## config.mk

```make
export PLATFORM = sky130hd
export DESIGN_NAME = dmem_port_arbiter
export DESIGN_NICKNAME = d
export VERILOG_FILES = /design/src/rtl/dmem_port_arbiter.sv
export SDC_FILE = /design/constraint.sdc
export NUM_CORES = 1
export LEC_CHECK = 0
export ABC_AREA = 1
export BUFFER_PORTS_ARGS = -buffer_cell sky130_fd_sc_hd__buf_2
export CAP_MARGIN = 10
export CORE_AREA = 2 2 118 120
export CTS_BUF_LIST = sky130_fd_sc_hd__clkbuf_8
export DETAILED_ROUTE_END_ITERATION = 8
export DIE_AREA = 0 0 120 122
export MAX_ROUTING_LAYER = met4
export SYNTH_ARGS = -nofsm -noshare
export SYNTH_HDL_FRONTEND = slang
export SYNTH_SLANG_ARGS = --single-unit
```

## constraint.sdc

```tcl
create_clock -name clock -period 1.4 [get_ports clock]
set_input_delay 0.14 -clock clock [delete_from_list [all_inputs] [get_ports clock]]
set_output_delay 0.14 -clock clock [all_outputs]
set_load 0.03 [all_outputs]
```

## src/rtl/dmem_port_arbiter.sv

```systemverilog
// Purpose: shares one data memory between the core port (p0) and the loader/debug port (p1), round-robin with a loader hold.
// Latency: stores issue and complete in the grant cycle; load data returns MEM_LATENCY+1 cycles after the grant as a 1-cycle pulse.
// Backpressure: req_ready is high for at most one port, only in IDLE; no grants while a load waits for memory data.
module dmem_port_arbiter #(
  parameter int ADDR_WIDTH  = 32,
  parameter int DATA_WIDTH  = 32,
  parameter int MEM_LATENCY = 1
) (
  input  logic                  clock,
  input  logic                  reset,
  input  logic                  p0_req_valid,
  input  logic                  p0_req_write,
  input  logic [ADDR_WIDTH-1:0] p0_req_addr,
  input  logic [DATA_WIDTH-1:0] p0_req_wdata,
  output logic                  p0_req_ready,
  output logic                  p0_rsp_valid,
  output logic [DATA_WIDTH-1:0] p0_rsp_rdata,
  input  logic                  p1_req_valid,
  input  logic                  p1_req_write,
  input  logic [ADDR_WIDTH-1:0] p1_req_addr,
  input  logic [DATA_WIDTH-1:0] p1_req_wdata,
  output logic                  p1_req_ready,
  output logic                  p1_rsp_valid,
  output logic [DATA_WIDTH-1:0] p1_rsp_rdata,
  input  logic                  p1_hold,
  output logic                  core_stall,
  output logic                  mem_read_enable,
  output logic                  mem_write_enable,
  output logic [ADDR_WIDTH-1:0] mem_address,
  output logic [DATA_WIDTH-1:0] mem_write_data,
  input  logic [DATA_WIDTH-1:0] mem_read_data
);

  typedef enum logic [0:0] {
    ST_IDLE      = 1'b0,
    ST_READ_WAIT = 1'b1
  } state_t;

  // The wait counter starts at MEM_LATENCY and the response is captured when it reaches 1.
  localparam logic [2:0] LAT = 3'(MEM_LATENCY);

  state_t                state_q, state_d;
  logic [2:0]            cnt_q, cnt_d;
  logic                  last_grant_q, last_grant_d;   // 1 = port 1 was granted last
  logic                  owner_q, owner_d;             // port that owns the in-flight load
  logic                  p0_rsp_q, p0_rsp_d;
  logic                  p1_rsp_q, p1_rsp_d;
  logic [DATA_WIDTH-1:0] p0_rdata_q, p0_rdata_d;
  logic [DATA_WIDTH-1:0] p1_rdata_q, p1_rdata_d;

  logic grant0;
  logic grant1;
  logic grant_load;

  // Winner selection: only in IDLE; p0 is ineligible under hold; ties go to the port not granted last.
  always_comb begin
    grant0 = 1'b0;
    grant1 = 1'b0;
    if (state_q == ST_IDLE) begin
      if ((p0_req_valid && !p1_hold) && p1_req_valid) begin
        if (last_grant_q) grant0 = 1'b1;
        else              grant1 = 1'b1;
      end else if (p0_req_valid && !p1_hold) begin
        grant0 = 1'b1;
      end else if (p1_req_valid) begin
        grant1 = 1'b1;
      end
    end
  end

  // Memory command driven straight from the winner in the grant cycle; idle bus is all zeros.
  always_comb begin
    mem_read_enable  = 1'b0;
    mem_write_enable = 1'b0;
    mem_address      = '0;
    mem_write_data   = '0;
    if (grant0) begin
      mem_read_enable  = !p0_req_write;
      mem_write_enable = p0_req_write;
      mem_address      = p0_req_addr;
      mem_write_data   = p0_req_wdata;
    end else if (grant1) begin
      mem_read_enable  = !p1_req_write;
      mem_write_enable = p1_req_write;
      mem_address      = p1_req_addr;
      mem_write_data   = p1_req_wdata;
    end
  end

  assign grant_load   = (grant0 && !p0_req_write) || (grant1 && !p1_req_write);
  assign p0_req_ready = grant0;
  assign p1_req_ready = grant1;
  assign core_stall   = p0_req_valid && !grant0;
  assign p0_rsp_valid = p0_rsp_q;
  assign p1_rsp_valid = p1_rsp_q;
  assign p0_rsp_rdata = p0_rdata_q;
  assign p1_rsp_rdata = p1_rdata_q;

  // Sequencer next state: loads park in READ_WAIT until memory data is valid, then capture it for a 1-cycle response.
  always_comb begin
    state_d      = state_q;
    cnt_d        = cnt_q;
    last_grant_d = last_grant_q;
    owner_d      = owner_q;
    p0_rsp_d     = 1'b0;
    p1_rsp_d     = 1'b0;
    p0_rdata_d   = p0_rdata_q;
    p1_rdata_d   = p1_rdata_q;
    case (state_q)
      ST_IDLE: begin
        if (grant0 || grant1) begin
          last_grant_d = grant1;
        end
        if (grant_load) begin
          state_d = ST_READ_WAIT;
          cnt_d   = LAT;
          owner_d = grant1;
        end
      end
      ST_READ_WAIT: begin
        cnt_d = cnt_q - 3'd1;
        if (cnt_q == 3'd1) begin
          state_d = ST_IDLE;
          if (owner_q) begin
            p1_rsp_d   = 1'b1;
            p1_rdata_d = mem_read_data;
          end else begin
            p0_rsp_d   = 1'b1;
            p0_rdata_d = mem_read_data;
          end
        end
      end
      default: state_d = ST_IDLE;
    endcase
  end

  // State registers; reset drops any in-flight load and gives port 0 first priority.
  always_ff @(posedge clock) begin
    if (reset) begin
      state_q      <= ST_IDLE;
      cnt_q        <= 3'd0;
      last_grant_q <= 1'b1;
      owner_q      <= 1'b0;
      p0_rsp_q     <= 1'b0;
      p1_rsp_q     <= 1'b0;
      p0_rdata_q   <= '0;
      p1_rdata_q   <= '0;
    end else begin
      state_q      <= state_d;
      cnt_q        <= cnt_d;
      last_grant_q <= last_grant_d;
      owner_q      <= owner_d;
      p0_rsp_q     <= p0_rsp_d;
      p1_rsp_q     <= p1_rsp_d;
      p0_rdata_q   <= p0_rdata_d;
      p1_rdata_q   <= p1_rdata_d;
    end
  end

endmodule

```

==> impl_metrics.json, run 1 <==
{
  "outcome": "finished with violations",
  "violations": "negative setup slack",
  "regToRegEndpoint": "p0_rsp_rdata[18]",
  "routed_wl_um": 18800,
  "start_util_pct": 25.2,
  "synth.most_common_cell": "dfxtp_1",
  "area_growth_pct": 117,
  "grt_pass1_wl_um": 23800,
  "synthTopCellsByArea": "dfxtp_1 (42%), a22o_1 (16%), a21oi_1 (10%), nand3_1 (10%), nand2_1 (7.8%)",
  "yosysWarnings": 0,
  "post-place-cells": 882,
  "p_sw_mw": 2.12,
  "dieArea_mm2": 0.0146,
  "leakage_nw": 3.17,
  "worstSetupEndpointType": "primary output",
  "grt_pass1_vias": 4268,
  "grt_max_degree": 61,
  "fmax_ghz": 0.594,
  "clock_latency_ns": 0.35,
  "synth_area_mm2": 0.00340,
  "fillers": 1177,
  "routed_via_density": 5.04,
  "drt_iter0_drc": 156,
  "ys_seq_elements": 72,
  "io_pins": 302,
  "cts.clk_slew.worst_paths_ns": 0.07,
  "synth_cells": 419,
  "synth_top_family_by_area": "compound AO/OA/AOI/OAI gates",
  "synthArstFlopShare_pct": 0,
  "synthTopCellsByCount": "dfxtp_1 (72), nand2_1 (71), a21oi_1 (68), nand3_1 (68), a22o_1 (64)",
  "synthFlopType": "dfxtp_1",
  "die_h_um": 122,
  "drv_slew": 0,
  "p_clk_share_pct": 27.8,
  "cts-root-buf": "clkbuf_8",
  "p_total_mw": 6.23,
  "setup_ws_ns": -0.284,
  "internal_power_mw": 4.11,
  "cts_tree": "built",
  "num_rows": 43,
  "p_per_area_mw_per_mm2": 844,
  "clkSinkCount": 72,
  "synthDistinctLibCells": 21,
  "place_area_mm2": 0.00511,
  "worst_setup_path_start_kind": "register",
  "hold_violations": 0,
  "antenna_found_initial": 5,
  "vias": 4714,
  "r2r_slack_ns": -0.05,
  "synth_top_cell_area_share_pct": 42.4,
  "dp_slack_ns": -0.00433,
  "setup_viol": 86,
  "fin_nets": 916,
  "worst-setup-path-type": "register to primary output",
  "final_util_pct": 54.7,
  "required_ns": 1.26,
  "cts_buffer_depth": 2,
  "yosysSeqAreaShare_pct": 42.4,
  "critPathArrivalTime_ns": 1.54,
  "drc": 0,
  "slew_headroom_pct": 67.0,
  "cts_max_level": 3,
  "synth-edff-count": 0,
  "crit-reg2reg-launch": "cnt_q[1]",
  "synth_fa_ha_area_share_pct": 0.736,
  "dr.pass1.iters": 4,
  "ant_nets": 0,
  "core_mm2": 0.0135,
  "worstSetupEndpoint": "mem_address[17]",
  "pwr-share-comb_pct": 37.9,
  "final_cells": 936,
  "die_w_um": 120,
  "synth_compound_area_share_pct": 27.2,
  "synthMuxAreaShare_pct": 0,
  "area.sequential_mm2": 0.00145,
  "cts_buffers": 9,
  "yosys.area.top_type": "dfxtp_1",
  "synth.net_count": 588,
  "clock_skew_ns": 0.00677,
  "critical_path_peak_fanout": 11,
  "rr_worst_depth": 9,
  "drv_cap": 0,
  "multi_input_area_mm2": 0.00253,
  "seqPwrFrac_pct": 34.3,
  "place_hpwl_um": 11600,
  "peakVddDrop_v": 0.000857,
  "layout_min_cycle_time_ns": 1.68,
  "synth_simple_gate_area_share_pct": 20.0,
  "avgRoutedWirePerCell_um": 20.1,
  "gp_congestion": 0.872,
  "overflow": 0,
  "io_buffer_count": 301,
  "rsz0062_at_grt": "yes",
  "layout_worst_path_cycle_share_pct": 120,
  "min_path_type": "input port to register",
  "switching_share_pct": 34.0,
  "worstMarginPinSlew_ns": 0.496,
  "postSynthAreaPerCell_um2": 8.12,
  "finalInstanceArea_mm2": 0.00739,
  "synth_xor_area_share_pct": 0,
  "drive_gt1_share_pct": 72.8,
  "setup.worst_path.start": "last_grant_q",
  "track_usage_pct": 22.1
}
==> final cells by class <==
| type | count | share of cell area (%) |
|---|---|---|
| multi-input cells | 290 | 34.3 |
| repair inverters | 1 | 0.119 |
| clock buffers | 12 | 2.24 |
| flip-flops and latches | 72 | 19.7 |
| clock inverters | 3 | 0.559 |
| repair buffers | 358 | 38.9 |
| well taps | 180 | 3.05 |
| inverters | 15 | 0.966 |
| diodes | 5 | 0.169 |
==> per-stage QoR <==
step | hold slack (ns) | setup TNS, ns
after floorplan | 0.304 | 0
after detailed placement | 0.430 | -0.00855
after global routing | 0.0414 | -23.27
final | 0.0473 | -16.26
after CTS | 0.0300 | -20.65
after global placement | 0.428 | 0
==> worst min-delay path by stage <==
stage | startpoint | endpoint | cells past startpoint
floorplan | mem_read_data[0] | p0_rsp_rdata[0] | 2
global placement | mem_read_data[7] | p1_rsp_rdata[7] | 3
detailed placement | mem_read_data[28] | p1_rsp_rdata[28] | 3
CTS | mem_read_data[8] | p0_rsp_rdata[8] | 3
global route | mem_read_data[30] | p0_rsp_rdata[30] | 3
finish | mem_read_data[13] | p1_rsp_rdata[13] | 3
==> what timing repair did <==
action / in CTS / in global routing
gates cloned: 13 / 10
resized for setup: 211 / 180
pin swaps: 43 / 59
endpoints found under the setup margin: 96 / 134
setup buffers: 14 / 2
hold buffers: 0 / 0
==> metal layers <==
| metal | wire, um | track usage, % |
|---|---|---|
| met1 | 6880 | 24.0 |
| met2 | 9800 | 38.1 |
| met3 | 1400 | 5.90 |
| met4 | 690 | 9.26 |
| met5 | 0 | - |
==> critical path, stage by stage (launching register included) <==
cell	delay, ns
dfxtp_4	0.37
inv_2	0.04
nand2_2	0.07
nand3_4	0.10
inv_8	0.12
buf_6	0.14
a22o_1	0.19
buf_6	0.15
==> state kept, by name, summed over array words and instances, names as in the netlist <==
register and flops:
cnt_q 3, last_grant_q 1, p0_rsp_valid 1, owner_q 1, p0_rsp_rdata 32, p1_rsp_valid 1
p1_rsp_rdata 32, state_q 1
==> cells in the final DEF, fill, tap and decap left out, drive strengths merged <==
master	n
inv	17
nor2	8
dfxtp	72
nand3	69
clkbuf	20
buf	350
nand4	2
clkinvlp	1
a22o	64
ha	2
a21oi	68
or2	1
o21ai	2
o22ai	1
a211o	1
diode	5
nand2	72
bufinv	1
==> cells by family (layout without fill, tap and decap cells) <==
logic type / after synthesis / after routing
buf+inv: 57 / 389
flops: 72 / 72
compound gates: 136 / 136
fa+ha+maj: 2 / 2
other cells: 0 / 5
simple gates: 152 / 152
==> power groups by stage <==
stage,Sequential (mW),Clock [mW],Combinational (mW)
after CTS,2.13,1.76,2.12
after floorplan,2.23,0,0.916
after detailed placement,2.17,0,1.59
final,2.14,1.73,2.36
after global placement,2.17,0,1.59
after global routing,2.14,1.86,2.46
Power figures use the tool's default switching activity.
==> run 2: changes to the inputs <==
- clock period: 1.4 -> 1.5 ns (I/O delays scaled with it)
==> run 2 against run 1 <==
Net effect: the flow still finishes with violations (negative setup slack); first-iteration DRC count increased by 47%; clock power decreased by 8%; worst hold slack improved by 0.030 ns; clock skew increased by 0.0023 ns; final cell count decreased by 2.8%; count of clock-buffer cells in the layout unchanged; core utilization decreased by 9.8 points; flip-flop and latch count unchanged; critical endpoint is now mem_address[23]; wire length decreased by 13%.
==> impl_metrics.json, run 2 (synthesized netlist as in run 1, its figures left out) <==
{
  "drv_cap": 0,
  "clock_skew_ns": 0.00909,
  "min_path_type": "input port to register",
  "critPathArrivalTime_ns": 1.54,
  "holdPathEnd": "p0_rsp_rdata[6]",
  "drc": 0,
  "outcome": "finished with violations",
  "worstMarginPinSlew_ns": 0.386,
  "regToRegEndpoint": "p1_rsp_rdata[22]",
  "worstSetupEndpointType": "primary output",
  "num_rows": 43,
  "rsz0062_at_grt": "yes",
  "hold_violations": 0,
  "drt_iter0_drc": 229,
  "setup_viol": 68,
  "cts_tree": "built",
  "rr_worst_depth": 9,
  "io_pins": 302,
  "layout_common_cells": "buf_2 (233), dfxtp_1 (70), nand2_1 (68), nand3_1 (67), a21oi_1 (66)",
  "routed_wl_um": 16400,
  "final_cells": 910,
  "vias": 4454,
  "antenna_found_initial": 4,
  "clock_latency_ns": 0.35,
  "setup_ws_ns": -0.191,
  "layout_worst_path_cycle_share_pct": 113,
  "dr.pass1.iters": 5,
  "grt_max_degree": 66,
  "fmax_ghz": 0.592,
  "track_usage_pct": 20.3,
  "place_hpwl_um": 11600,
  "routed_via_density": 4.89,
  "fillers": 1351,
  "ant_nets": 0,
  "start_util_pct": 25.2,
  "worst_setup_path_start_kind": "register",
  "core_mm2": 0.0135,
  "avgRoutedWirePerCell_um": 18.0,
  "cts_buffers": 9,
  "worst-setup-path-type": "register to primary output",
  "grt_pass1_vias": 4180,
  "final_util_pct": 44.9,
  "drv_slew": 0,
  "clkSinkCount": 72,
  "cts_max_level": 3,
  "required_ns": 1.35,
  "die_w_um": 120,
  "peakVddDrop_v": 0.000683,
  "p_per_area_mw_per_mm2": 900,
  "cts.clk_slew.worst_paths_ns": 0.07,
  "hold_depth": 3,
  "layout_min_cycle_time_ns": 1.69,
  "violations": "negative setup slack",
  "cts-root-buf": "clkbuf_8",
  "crit-reg2reg-launch": "cnt_q[1]",
  "die_h_um": 122,
  "grt_pass1_wl_um": 22400,
  "cts_buffer_depth": 2,
  "hold_buffers": 0,
  "post-place-cells": 878,
  "area_growth_pct": 78.2,
  "r2r_slack_ns": 0.11,
  "overflow": 0,
  "leakage_nw": 2.91,
  "critical_path_peak_fanout": 13,
  "hp-start": "mem_read_data[6]",
  "io_buffer_count": 301,
  "dieArea_mm2": 0.0146,
  "gp_congestion": 0.875,
  "mostFrequentLayoutCell": "buf_2",
  "fin_nets": 891,
  "slew_headroom_pct": 74.3,
  "drive_gt1_share_pct": 50.8
}
-- run 2: cell count changes in the layout (fill, tap and decap cells not counted), sizes merged --
| cell | previous run | this run |
|---|---|---|
| buf | 350 | 328 |
| clkbuf | 20 | 18 |
| inv | 17 | 16 |
| diode | 5 | 4 |
-- run 2: worst max path at each step --
stage | startpoint | to
after floorplan | state_q | mem_address[17]
after global placement | cnt_q[0] | p1_rsp_rdata[12]
after detailed placement | state_q | mem_write_data[7]
after CTS | last_grant_q | mem_write_data[3]
after global routing | last_grant_q | mem_write_data[8]
final | last_grant_q | mem_address[23]
-- run 2: metal layers --
| metal | GRT usage (%) | wire [um] |
|---|---|---|
| met5 | - | 0 |
| met4 | 9.04 | 443 |
| met3 | 5.71 | 1370 |
| met2 | 32.6 | 8280 |
| met1 | 23.8 | 6330 |
-- run 2: layout make-up --
class / count / area, um2 / area share (%)
timing repair buffer: 334 / 2400 / 39.6
clock buffer: 12 / 165 / 2.72
clock inverter: 3 / 41.3 / 0.681
tap: 180 / 225 / 3.71
antenna: 4 / 10.0 / 0.165
inverter: 15 / 71.3 / 1.18
multi-input combinational: 290 / 1710 / 28.1
sequential: 72 / 1440 / 23.8
-- run 2: critical path, stage by stage (launching register included) --
cell	delay [ns]
dfxtp_2	0.36
nand3_2	0.11
nand2_4	0.11
inv_8	0.07
buf_8	0.15
a22o_1	0.24
buf_6	0.14
-- run 2: repair_timing --
action,CTS,global route
resized for setup,149,14
pin swaps,3,4
gates cloned,4,6
buffers inserted,1,2
setup endpoints to repair,69,126
-- run 2: where the power goes --
part           internal [mW]  switching (mW)  leakage, nW
sequential              1.96          0.0292        0.581
combinational          0.836            1.04         2.22
clock                  0.890           0.703        0.106
-- run 2: metrics by stage --
step	instance area (um2)	hold WS (ns)	setup slack, ns	total power, mW	setup TNS [ns]
2_1_floorplan	3400	0.314	0.116	2.94	0
3_3_place_gp	5100	0.439	0.108	3.51	0
3_5_place_dp	5100	0.438	0.0968	3.51	0
4_1_cts	5830	0.0583	-0.199	5.41	-11.62
5_1_grt	6060	0.0668	-0.258	5.68	-15.64
6_report	6060	0.0770	-0.191	5.46	-11.10
==> run 3: changes to the inputs <==
- SETUP_SLACK_MARGIN: default -> 0.5
==> run 3 against run 2 <==
Net effect: the run still ends with negative setup slack left; critical path depth up 1; wire length up 25%; global-route usage up 5.2 points; flip-flop and latch count unchanged; setup slack worse by 0.039 ns; die area unchanged; first-iteration DRC count down 34%; worst hold slack worse by 0.026 ns; register-to-register slack worse by 0.12 ns; clock power down 4%; sequential power about the same; clock skew about the same; critical path type unchanged; critical endpoint is now mem_address[0].
==> impl_metrics.json, run 3 (synthesized netlist as in run 1, its figures left out) <==
{
  "fmax_ghz": 0.578,
  "grt_pass1_vias": 4915,
  "cts-root-buf": "clkbuf_8",
  "cpPeakStageDelay_ns": 0.37,
  "violations": "negative setup slack",
  "clock_latency_ns": 0.35,
  "gp_congestion": 0.900,
  "io_buffer_count": 301,
  "crit_chain": "inv_2 -> nand2_4 -> nand3_4 -> inv_8 -> buf_16 -> a22o_4 -> buf_4",
  "clock_skew_ns": 0.00896,
  "slew_headroom_pct": 63.2,
  "vias": 4933,
  "worst_setup_path_start_kind": "register",
  "cpMaxStageDelayCell": "dfxtp_4",
  "finalInstanceArea_mm2": 0.00860,
  "cts_buffers": 9,
  "cts_tree": "built",
  "core_mm2": 0.0135,
  "clkSinkCount": 72,
  "place_area_mm2": 0.00575,
  "peakVddDrop_v": 0.000584,
  "worstSetupEndpointType": "primary output",
  "overflow": 0,
  "drt_iter0_drc": 150,
  "tns_ns": -12.93,
  "start_util_pct": 25.2,
  "grt_pass1_wl_um": 27600,
  "p_per_area_mw_per_mm2": 690,
  "final_cells": 967,
  "dieArea_mm2": 0.0146,
  "avgRoutedWirePerCell_um": 21.3,
  "cts_max_level": 3,
  "io_pins": 302,
  "grt_max_degree": 33,
  "layout_min_cycle_time_ns": 1.73,
  "critical_path_peak_fanout": 17,
  "drive_gt1_share_pct": 90.4,
  "leakage_nw": 3.73,
  "hold_violations": 0,
  "setup_ws_ns": -0.230,
  "ant_nets": 0,
  "rsz0062_at_grt": "yes",
  "min_path_type": "input port to register",
  "layout_worst_path_cycle_share_pct": 115,
  "area_growth_pct": 153,
  "place_hpwl_um": 11900,
  "track_usage_pct": 25.5,
  "layout_common_cells": "buf_2 (186), buf_4 (88), buf_6 (79), nand2_4 (65), a21oi_2 (63)",
  "die_w_um": 120,
  "die_h_um": 122,
  "mostFrequentLayoutCell": "buf_2",
  "drv_cap": 0,
  "required_ns": 1.35,
  "worst-setup-path-type": "register to primary output",
  "critPathArrivalTime_ns": 1.58,
  "routed_via_density": 5.10,
  "post-place-cells": 881,
  "p_total_mw": 5.94,
  "cts_buffer_depth": 2,
  "routed_wl_um": 20600,
  "drv_slew": 0,
  "worstMarginPinSlew_ns": 0.553,
  "outcome": "finished with violations",
  "fin_nets": 948,
  "drc": 0,
  "antenna_found_initial": 4,
  "setup_viol": 69,
  "num_rows": 43,
  "cts.clk_slew.worst_paths_ns": 0.08,
  "dr.pass1.iters": 4
}
## run 3: cell count changes in the layout (fill, tap and decap cells not counted), moves of 35 or more
cell / before / now
dfxtp_1: 70 / 25
nand3_2: 1 / 36
nand3_1: 67 / 26
buf_2: 233 / 186
a22o_4: 2 / 54
nand2_1: 68 / 1
a22o_1: 62 / 0
buf_4: 20 / 88
nand2_4: 2 / 65
a21oi_1: 66 / 5
a21oi_2: 2 / 63
## run 3: final cells by class
class | instances | area (um2)
Antenna cell | 4 | 10.0
Fill cell | 1033 | 4900
Clock inverter | 5 | 50.0
Multi-Input combinational cell | 290 | 3210
Sequential cell | 72 | 1570
Timing Repair Buffer | 391 | 3320
Tap cell | 180 | 225
Clock buffer | 10 | 138
Inverter | 15 | 76.3
## run 3: worst paths after layout
kind	from	endpoint	slack (ns)	cells past startpoint
worst max-delay path	last_grant_q	mem_address[0]	-0.23	7
worst min-delay path	mem_read_data[9]	p0_rsp_rdata[9]	0.05	3
worst max register to register	state_q	p0_rsp_rdata[10]	-0.01	9
worst min register to register	p0_rsp_rdata[25]	p0_rsp_rdata[25]	0.48	2
## run 3: through the flow
stage,hold WS [ns],util [%],setup WS [ns]
after global routing,0.0457,63.7,-0.276
after floorplan,0.281,-,0.276
after detailed placement,0.426,42.6,-0.0274
final,0.0509,63.7,-0.230
after global placement,0.420,42.6,0.0394
after CTS,0.0360,56.6,-0.235
## run 3: routing by layer
layer	track usage [%]	routed length [um]	vias to the layer above	share of wire [%]
li1	-	-	2230	-
met1	28.3	7670	2433	37
met2	45.1	10900	228	53
met3	4.92	1340	42	6.5
met4	10.1	658	0	3.2
met5	-	0	-	0
## run 3: report_power, final
part	switching, mW	leakage (nW)	total (mW)	internal [mW]
combinational	1.29	3.01	2.44	1.15
sequential	0.0514	0.613	1.97	1.92
clock	0.738	0.101	1.53	0.791
total	2.08	3.73	5.94	3.86
## run 3: critical path: cells and delay by family (launching register included)
family | cells | cell delay, ns
buffers and inverters | 4 | 0.48
flip-flops | 1 | 0.37
AO/OA/AOI/OAI | 1 | 0.22
AND/OR/NAND/NOR | 2 | 0.16
## run 3: what timing repair did
| action | CTS | global route |
|---|---|---|
| setup endpoints to repair | 207 | 207 |
| endpoints found under the hold margin | 0 | 0 |
| gates resized for setup | 334 | 248 |
| pin swaps | 63 | 37 |
| buffers inserted | 17 | 32 |
| gates cloned | 17 | 1 |
| hold buffers | 0 | 0 |
